### config.mk
export PLATFORM = sky130hd
export DESIGN_NAME = cofactor_pair_packer_flat
export DESIGN_NICKNAME = d
export VERILOG_FILES = /design/src/rtl/cofactor_pair_packer_pkg.sv /design/src/rtl/cofactor_pair_packer_if.sv /design/src/rtl/cofactor_pair_packer.sv /design/src/flat_wrapper.sv
export SDC_FILE = /design/constraint.sdc
export NUM_CORES = 1
export LEC_CHECK = 0
export CAP_MARGIN = 20
export CORE_MARGIN = 2
export CORE_UTILIZATION = 30
export CTS_CLUSTER_DIAMETER = 60
export DETAILED_ROUTE_END_ITERATION = 12
export DONT_BUFFER_PORTS = 1
export PLACE_DENSITY = 0.46
export RECOVER_POWER = 25
export SLEW_MARGIN = 20
export SYNTH_ARGS = -nofsm -noshare
export SYNTH_HDL_FRONTEND = slang
export SYNTH_SLANG_ARGS = --single-unit
export TNS_END_PERCENT = 1
### constraint.sdc
create_clock -name clk -period 1.6 [get_ports clk]
set_clock_uncertainty 0.05 [all_clocks]
set_input_delay 0.24 -clock clk [delete_from_list [all_inputs] [get_ports clk]]
set_output_delay 0.24 -clock clk [all_outputs]
set_load 0.02 [all_outputs]
### src/rtl/cofactor_pair_packer_pkg.sv
// Shared types and default widths for the cofactor pair packer.
// Latency: n/a (types and constants only).
// Backpressure: n/a.
package cofactor_pkg;

  localparam int DATA_WIDTH = 4;
  localparam int CNT_WIDTH  = 16;

  // Packer FSM: nothing held, first entry held, output slot occupied.
  typedef enum logic [1:0] {
    S_EMPTY = 2'd0,
    S_HALF  = 2'd1,
    S_FULL  = 2'd2
  } state_t;

endpackage

### src/rtl/cofactor_pair_packer_if.sv
// FIFO-side pop port and pair-side valid/ready port of the packer.
// Latency: n/a (wiring only).
// Backpressure: out_ready from the consumer stalls the packer output slot.
interface cofactor_pair_packer_if
  import cofactor_pkg::*;
#(
  parameter int data_width = DATA_WIDTH
);

  logic                    fifo_empty;
  logic [data_width-1:0]   fifo_dout;
  logic                    fifo_rd_en;
  logic [2*data_width-1:0] out_data;
  logic                    out_odd;
  logic                    out_valid;
  logic                    out_ready;

  // Packer side: pops the FIFO and drives the pair stream.
  modport master (
    input  fifo_empty, fifo_dout, out_ready,
    output fifo_rd_en, out_data, out_odd, out_valid
  );

  // Environment side: provides FIFO head and consumes pairs.
  modport slave (
    output fifo_empty, fifo_dout, out_ready,
    input  fifo_rd_en, out_data, out_odd, out_valid
  );

endinterface

### src/rtl/cofactor_pair_packer.sv
// Pops single entries from a show-ahead FIFO and emits them as {second, first} pairs.
// Latency: pair valid 1 cycle after the second entry is popped; 1 pair per 2 cycles.
// Backpressure: out_ready=0 freezes the output slot and stops FIFO pops in S_FULL.
module cofactor_pair_packer
  import cofactor_pkg::*;
#(
  parameter int data_width = DATA_WIDTH,
  parameter int cnt_width  = CNT_WIDTH
) (
  input  logic                 clk,
  input  logic                 rst,
  cofactor_pair_packer_if.master bus,
  input  logic                 flush,
  output logic [cnt_width-1:0] pair_count,
  output logic                 busy
);

  state_t                  state;
  state_t                  state_nxt;
  logic [data_width-1:0]   held;
  logic [data_width-1:0]   held_nxt;
  logic [2*data_width-1:0] data_q;
  logic [2*data_width-1:0] data_nxt;
  logic                    odd_q;
  logic                    odd_nxt;
  logic                    vld_q;
  logic                    vld_nxt;
  logic                    pop;
  logic                    accept;

  // Next-state, pop request and output-slot updates.
  always_comb begin
    state_nxt = state;
    held_nxt  = held;
    data_nxt  = data_q;
    odd_nxt   = odd_q;
    vld_nxt   = vld_q;
    pop       = 1'b0;
    accept    = vld_q & bus.out_ready;
    case (state)
      S_EMPTY: begin
        pop = ~bus.fifo_empty;
        if (pop) begin
          held_nxt  = bus.fifo_dout;
          state_nxt = S_HALF;
        end
      end
      S_HALF: begin
        pop = ~bus.fifo_empty;
        if (pop) begin
          data_nxt  = {bus.fifo_dout, held};
          odd_nxt   = 1'b0;
          vld_nxt   = 1'b1;
          state_nxt = S_FULL;
        end else if (flush) begin
          // FIFO is empty here, so the held entry goes out alone, zero-padded.
          data_nxt  = {{data_width{1'b0}}, held};
          odd_nxt   = 1'b1;
          vld_nxt   = 1'b1;
          state_nxt = S_FULL;
        end
      end
      S_FULL: begin
        pop = ~bus.fifo_empty & bus.out_ready;
        if (accept) begin
          vld_nxt = 1'b0;
          if (pop) begin
            held_nxt  = bus.fifo_dout;
            state_nxt = S_HALF;
          end else begin
            state_nxt = S_EMPTY;
          end
        end
      end
      default: begin
        vld_nxt   = 1'b0;
        state_nxt = S_EMPTY;
      end
    endcase
  end

  // State, held entry and registered output slot.
  always_ff @(posedge clk) begin
    if (rst) begin
      state  <= S_EMPTY;
      held   <= '0;
      data_q <= '0;
      odd_q  <= 1'b0;
      vld_q  <= 1'b0;
    end else begin
      state  <= state_nxt;
      held   <= held_nxt;
      data_q <= data_nxt;
      odd_q  <= odd_nxt;
      vld_q  <= vld_nxt;
    end
  end

  // Count pairs taken downstream; wraps naturally at the counter width.
  always_ff @(posedge clk) begin
    if (rst) begin
      pair_count <= '0;
    end else if (accept) begin
      pair_count <= pair_count + cnt_width'(1);
    end
  end

  assign bus.fifo_rd_en = pop & ~rst;
  assign bus.out_data   = data_q;
  assign bus.out_odd    = odd_q;
  assign bus.out_valid  = vld_q;
  assign busy           = (state != S_EMPTY);

endmodule
### src/flat_wrapper.sv
// flat-port wrapper written by rule: the top's interface ports become plain ports
module cofactor_pair_packer_flat import cofactor_pkg::*;
#(
  parameter int data_width = DATA_WIDTH,
  parameter int cnt_width  = CNT_WIDTH
)
  (clk, rst, flush, pair_count, busy, bus_fifo_empty, bus_fifo_dout, bus_out_ready, bus_fifo_rd_en, bus_out_data, bus_out_odd, bus_out_valid);
  cofactor_pair_packer_if #(.data_width(data_width)) bus_i ();
  input  logic clk;
  input  logic rst;
  input  logic flush;
  output logic [cnt_width-1:0] pair_count;
  output logic busy;
  input wire logic [$bits(bus_i.fifo_empty)-1:0] bus_fifo_empty;
  input wire logic [$bits(bus_i.fifo_dout)-1:0] bus_fifo_dout;
  input wire logic [$bits(bus_i.out_ready)-1:0] bus_out_ready;
  output wire logic [$bits(bus_i.fifo_rd_en)-1:0] bus_fifo_rd_en;
  output wire logic [$bits(bus_i.out_data)-1:0] bus_out_data;
  output wire logic [$bits(bus_i.out_odd)-1:0] bus_out_odd;
  output wire logic [$bits(bus_i.out_valid)-1:0] bus_out_valid;
  assign bus_i.fifo_empty = bus_fifo_empty;
  assign bus_i.fifo_dout = bus_fifo_dout;
  assign bus_i.out_ready = bus_out_ready;
  assign bus_fifo_rd_en = bus_i.fifo_rd_en;
  assign bus_out_data = bus_i.out_data;
  assign bus_out_odd = bus_i.out_odd;
  assign bus_out_valid = bus_i.out_valid;
  cofactor_pair_packer #(.data_width(data_width), .cnt_width(cnt_width)) u_core (.clk(clk), .rst(rst), .bus(bus_i), .flush(flush), .pair_count(pair_count), .busy(busy));
endmodule
==> flow_summary.toml, run 1 <==
[global_routing]
grt_pass1_vias = 1120
grt_max_degree = 33
grt_pass1_wl_microns = 5130
grt_util_all_layers_pct = 13.5
grt.overflow.total = 0
antenna_found_initial = 0

[pwr]
combPwrFrac_pct = 8.1
seqPwrFrac_pct = 48.6
switching_share_pct = 23.9
leakagePower_nw = 0.642
switchingPower_mw = 0.423
p_int_mw = 1.34
powerDensity_mw_per_mm2 = 1060
irDropWorstVdd_mv = 0.560
p_clk_share_pct = 43.3

[floorplan]
start_util_pct = 30.8
num_rows = 24
core_area_sq_mm = 0.00429
boundaryPins = 37
dieArea_sq_mm = 0.00496
die_h_microns = 70.4
die_w_microns = 70.4

[sta]
setup_violations = 0
grt_setup_unrepaired = "true"
max-slew-margin-rel_pct = 71.3
fmax_ghz = 0.678
holdWs_ps = 49.7
setup_slack_ps = 125
hold_viol = 0
finalMaxSlewViolations = 0
fin_crit_ps = 1470
tightest_slew_ps = 429
finalCritPeriodShare_pct = 92.2
tns_ps = 0

[clocking]
clk_path_buf_depth = 2
tritoncts = "built"
cts_root_buffer = "clkbuf_8"
cts_buffers = 5
htreeDepth = 2
cts_sinks = 32
path_clk_slew_ps = 70
clock_latency_ps = 290

[worst_hold_path]
whs_path_depth = 2
hp-class = "input pin to flop"

[synth]
yosys_warnings = 0
ys_async_sr_fraction_pct = 0
synth_edf_count = 0
syn_avg_cell_area_sq_um = 8.83
ys_ff_latch = 32
synthTopCellsByArea = "dfxtp_1 48%, nor2_1 7.1%, a21oi_1 4.9%, nand2_1 4.8%, xor2_1 4.6%"
syn_inst = 150
yosysTopAreaCellShare_pct = 48.4
synth-main-ff-cell = "dfxtp_1"
ys_types = 34
syn_nets = 160
synth_area_sq_mm = 0.00132
seq_area_frac_synth_pct = 48.4
yosys.area.top_type = "dfxtp_1"

[placed_design]
placed_area_sq_mm = 0.00154
numPortBuffers = 0
dp.cells = 219
place_congestion = 0.766
pre_cts_ws_ps = 101
dp_hpwl_microns = 2210

[route]
first_pass_iters = 3
wl_microns = 3060
wl_per_cell_microns = 13.4
initialDrtViolationCount = 41
vias = 1118
postRouteAntennaNets = 0
drc_errors = 0
via_per_inst = 4.90

[worst_setup_path]
worstSetupPathType = "flop to flop"
path_max_fanout = 3
worst_ep_required_time_ps = 1770
arrival_ps = 1650
startpoint_type = "flop"
rr_worst_depth = 5
cp-end-kind = "flop"

[final_layout]
area_growth_pct = 26.3
final_cells = 228
final_area_sq_mm = 0.00167
drive_gt1_share_pct = 23.3
antenna_cells = 0
fillCellCount = 446
nets = 185

[job]
max_cap_violations = 0

[status]
status = "completed"
-- sequential cells by signal (all words and copies together), names as in the netlist --
name and flops:
u_core.bus.out_valid 1, u_core.held 4, u_core.pair_count 16, u_core.state 2, u_core.bus.out_odd 1, u_core.bus.out_data 8
-- routing by layer --
metal  wire [microns]  up-vias  GRT usage (%)
met2             1500       27           22.0
met4               54        0           5.77
met5                0        -              0
li1                 -      570              -
met3              259        5           7.65
met1             1240      516           14.2
-- critical path, cell delays in order, from the launching register on --
cell and delay [ps]:
dfxtp_2 340, ha_1 160, nand3_2 80, nor2_1 190
or4b_1 450, a21oi_1 140
-- cell usage in the layout (no fill, tap or decap), drive strengths merged, types with 2 or more instances in the layout --
cell	netlist	layout
a21oi	13	13
a22oi	4	4
and4	3	3
buf	1	23
clkbuf	5	7
dfxtp	32	32
inv	3	3
mux2i	4	4
nand2	17	17
nand3	5	5
nand4	5	5
nor2	25	25
nor3	4	4
o21ai	2	2
or3	2	2
xnor2	4	4
xor2	7	7
-- metrics by stage --
step | power (mW) | utilization [%]
detailed placement | 1.01 | 35.9
finish | 1.77 | 38.9
global route | 1.84 | 38.9
floorplan | 0.980 | -
global placement | 1.00 | 35.9
CTS | 1.80 | 38.9
-- power groups by stage --
stage | sequential, mW | combinational (mW) | clock [mW]
4_1_cts | 0.859 | 0.147 | 0.790
3_3_place_gp | 0.876 | 0.125 | 0
2_1_floorplan | 0.881 | 0.0998 | 0
5_1_grt | 0.862 | 0.158 | 0.824
3_5_place_dp | 0.877 | 0.129 | 0
6_report | 0.859 | 0.143 | 0.765
-- cell usage after synthesis (2+ instances only) --
cell / n
o21ai_0: 2
and4_1: 2
nand4_1: 4
nand3_1: 4
nor2_1: 25
xor2_1: 7
a22oi_1: 4
mux2i_1: 4
or3_1: 2
nor3_1: 4
a21oi_1: 13
nand2_1: 17
xnor2_1: 4
clkbuf_1: 5
inv_1: 3
dfxtp_1: 32
-- final timing paths --
| kind | from | to | slack (ps) |
|---|---|---|---|
| worst max-delay path | u_core.pair_count[0]$_SDFFE_PP0P_ | u_core.pair_count[14]$_SDFFE_PP0P_ | 130 |
| worst min-delay path | bus_out_ready | u_core.pair_count[1]$_SDFFE_PP0P_ | 50 |
| worst max register to register | u_core.pair_count[0]$_SDFFE_PP0P_ | u_core.pair_count[14]$_SDFFE_PP0P_ | 130 |
| worst min register to register | u_core.held[1]$_SDFFE_PP0P_ | u_core.bus.out_data[1]$_SDFFE_PP0P_ | 410 |
-- repair_timing --
item,CTS,global route
endpoints found under the hold margin,32,0
hold buffers,1,0
gates resized for setup,0,1
buffers inserted,0,0
endpoints found under the setup margin,0,2
-- final cells by class --
cell class                      count  area [sq um]  share of cell area (%)
Multi-Input combinational cell    109           652                    39.0
Sequential cell                    32           647                    38.7
Timing Repair Buffer               24           189                    11.3
Clock buffer                        6          72.6                    4.34
Tap cell                           52          65.1                    3.89
Clock inverter                      2          35.0                    2.10
Inverter                            3          11.3                   0.674
-- cell families after synthesis --
kind of cell | after synthesis | share of synthesized area, %
AO/OA/AOI/OAI | 24 | 10.9
XOR/XNOR | 11 | 7.28
adder cells (fa/ha/maj) | 1 | 0.945
buffers and inverters | 9 | 2.84
flip-flops | 32 | 48.4
multiplexers | 4 | 3.02
AND/OR/NAND/NOR | 69 | 26.7
Note: power is estimated with default switching activity, not from simulation.
==> inputs of run 2 (changes only) <==
clock period = 1.7 ns   (was 1.6 ns; I/O delays follow)
==> flow_summary.toml, run 2 (synthesized netlist as in run 1, its figures left out) <==
[floorplan]
start_util_pct = 30.8
num_rows = 24
die_w_microns = 70.4
die_h_microns = 70.4
boundaryPins = 37
core_area_sq_mm = 0.00429
dieArea_sq_mm = 0.00496

[worst_hold_path]
whs_path_depth = 2
hp-class = "input pin to flop"
whs_endpoint = "u_core.held[3]$_SDFFE_PP0P_"
hold_path.startpoint = "bus_fifo_dout[3]"

[final_layout]
final_cells = 226
fillCellCount = 446
antenna_cells = 0
nets = 183
layout_commonest_cell = "dfxtp_1"
area_growth_pct = 23.7
largest_register = "u_core.pair_count"
drive_gt1_share_pct = 20.1
largest_register_ffs = 16
final_cell_mix = "32 x dfxtp_1, 25 x nor2_1, 21 x buf_4, 17 x nand2_1, 13 x a21oi_1"

[sta]
grt_setup_unrepaired = "false"
hold_viol = 0
setup_slack_ps = 146
tightest_slew_ps = 439
tns_ps = 0
finalCritPeriodShare_pct = 91.4
holdWs_ps = 78.6
fmax_ghz = 0.643
setup_violations = 0
finalMaxSlewViolations = 0
fin_crit_ps = 1550
max-slew-margin-rel_pct = 70.6

[worst_setup_path]
cp-end-kind = "flop"
reg2reg_slack_ps = 150
startpoint_type = "flop"
r2r-end = "u_core.pair_count[14]$_SDFFE_PP0P_"
arrival_ps = 1720
worstSetupPathType = "flop to flop"
rr_worst_depth = 5
path_max_fanout = 5
worst_ep_required_time_ps = 1860
worst_r2r_startpoint = "u_core.pair_count[0]$_SDFFE_PP0P_"

[route]
postRouteAntennaNets = 0
wl_per_cell_microns = 13.3
drc_errors = 0
first_pass_iters = 4
initialDrtViolationCount = 47
wl_microns = 3000
vias = 1112
via_per_inst = 4.92

[job]
max_cap_violations = 0

[placed_design]
numPortBuffers = 0
dp_hpwl_microns = 2230
dp.cells = 217
pre_cts_ws_ps = 156
place_congestion = 0.770

[clocking]
cts_root_buffer = "clkbuf_8"
cts_resized = 0
tritoncts = "built"
path_clk_slew_ps = 70
clk_path_buf_depth = 2
htreeDepth = 2
clock_latency_ps = 280
cts_sinks = 32
cts_buffers = 5

[pwr]
powerDensity_mw_per_mm2 = 951
leakagePower_nw = 0.621
total_power_mw = 1.56
irDropWorstVdd_mv = 0.593

[global_routing]
antenna_found_initial = 0
grt.overflow.total = 0
grt_util_all_layers_pct = 13.6
grt_pass1_vias = 1197
grt_pass1_wl_microns = 5300
grt_max_degree = 33

[status]
status = "completed"
[run 2: worst max-delay path by stage]
stage,startpoint,slack [ps],endpoint,cells past startpoint
finish,u_core.pair_count[0]$_SDFFE_PP0P_,150,u_core.pair_count[14]$_SDFFE_PP0P_,5
global route,u_core.pair_count[0]$_SDFFE_PP0P_,2,u_core.pair_count[14]$_SDFFE_PP0P_,5
CTS,u_core.pair_count[0]$_SDFFE_PP0P_,130,u_core.pair_count[14]$_SDFFE_PP0P_,5
floorplan,u_core.pair_count[0]$_SDFFE_PP0P_,30,u_core.pair_count[14]$_SDFFE_PP0P_,5
detailed placement,u_core.pair_count[0]$_SDFFE_PP0P_,160,u_core.pair_count[14]$_SDFFE_PP0P_,5
global placement,u_core.pair_count[0]$_SDFFE_PP0P_,200,u_core.pair_count[14]$_SDFFE_PP0P_,5
[run 2: where the power goes]
group          internal, mW  total, mW  leakage [nW]  switching, mW
registers             0.777      0.809         0.259         0.0320
clock network         0.327      0.612        0.0434          0.285
logic                0.0546      0.136         0.318         0.0813
[run 2: stage by stage]
step                area (sq um)  util (%)
finish                      1640      38.1
global route                1640      38.1
CTS                         1640      38.1
detailed placement          1520      35.4
global placement            1520      35.4
floorplan                   1320         -
[run 2: layer usage]
metal	up-vias	global-route usage (%)	wire length, microns
li1	567	-	-
met1	516	14.9	1240
met2	25	22.9	1520
met3	4	5.63	197
met4	0	5.77	37
met5	-	0	0
[run 2: worst max-delay path, cell delays in order (launching register included)]
cell	delay, ps
dfxtp_1	380
ha_1	180
nand3_2	120
nor2_1	170
or4b_1	440
a21oi_1	140
[run 2: cell type report]
type	count	area, sq um	area share [%]
repair buffers	22	178	10.8
well taps	52	65.1	3.97
flip-flops and latches	32	641	39.1
multi-input cells	109	646	39.4
clock buffers	6	82.6	5.04
clock inverters	2	15.0	0.917
inverters	3	11.3	0.688
[run 2: what timing repair did]
action,4_1_cts,5_1_grt
hold buffers,1,0
hold endpoints to repair,32,0
buffers inserted,0,0
==> inputs of run 3 (changes only) <==
RECOVER_POWER = unset   (was 25)
==> results of run 3 <==
No change in the layout: final DEF, timing and power equal those of run 2.
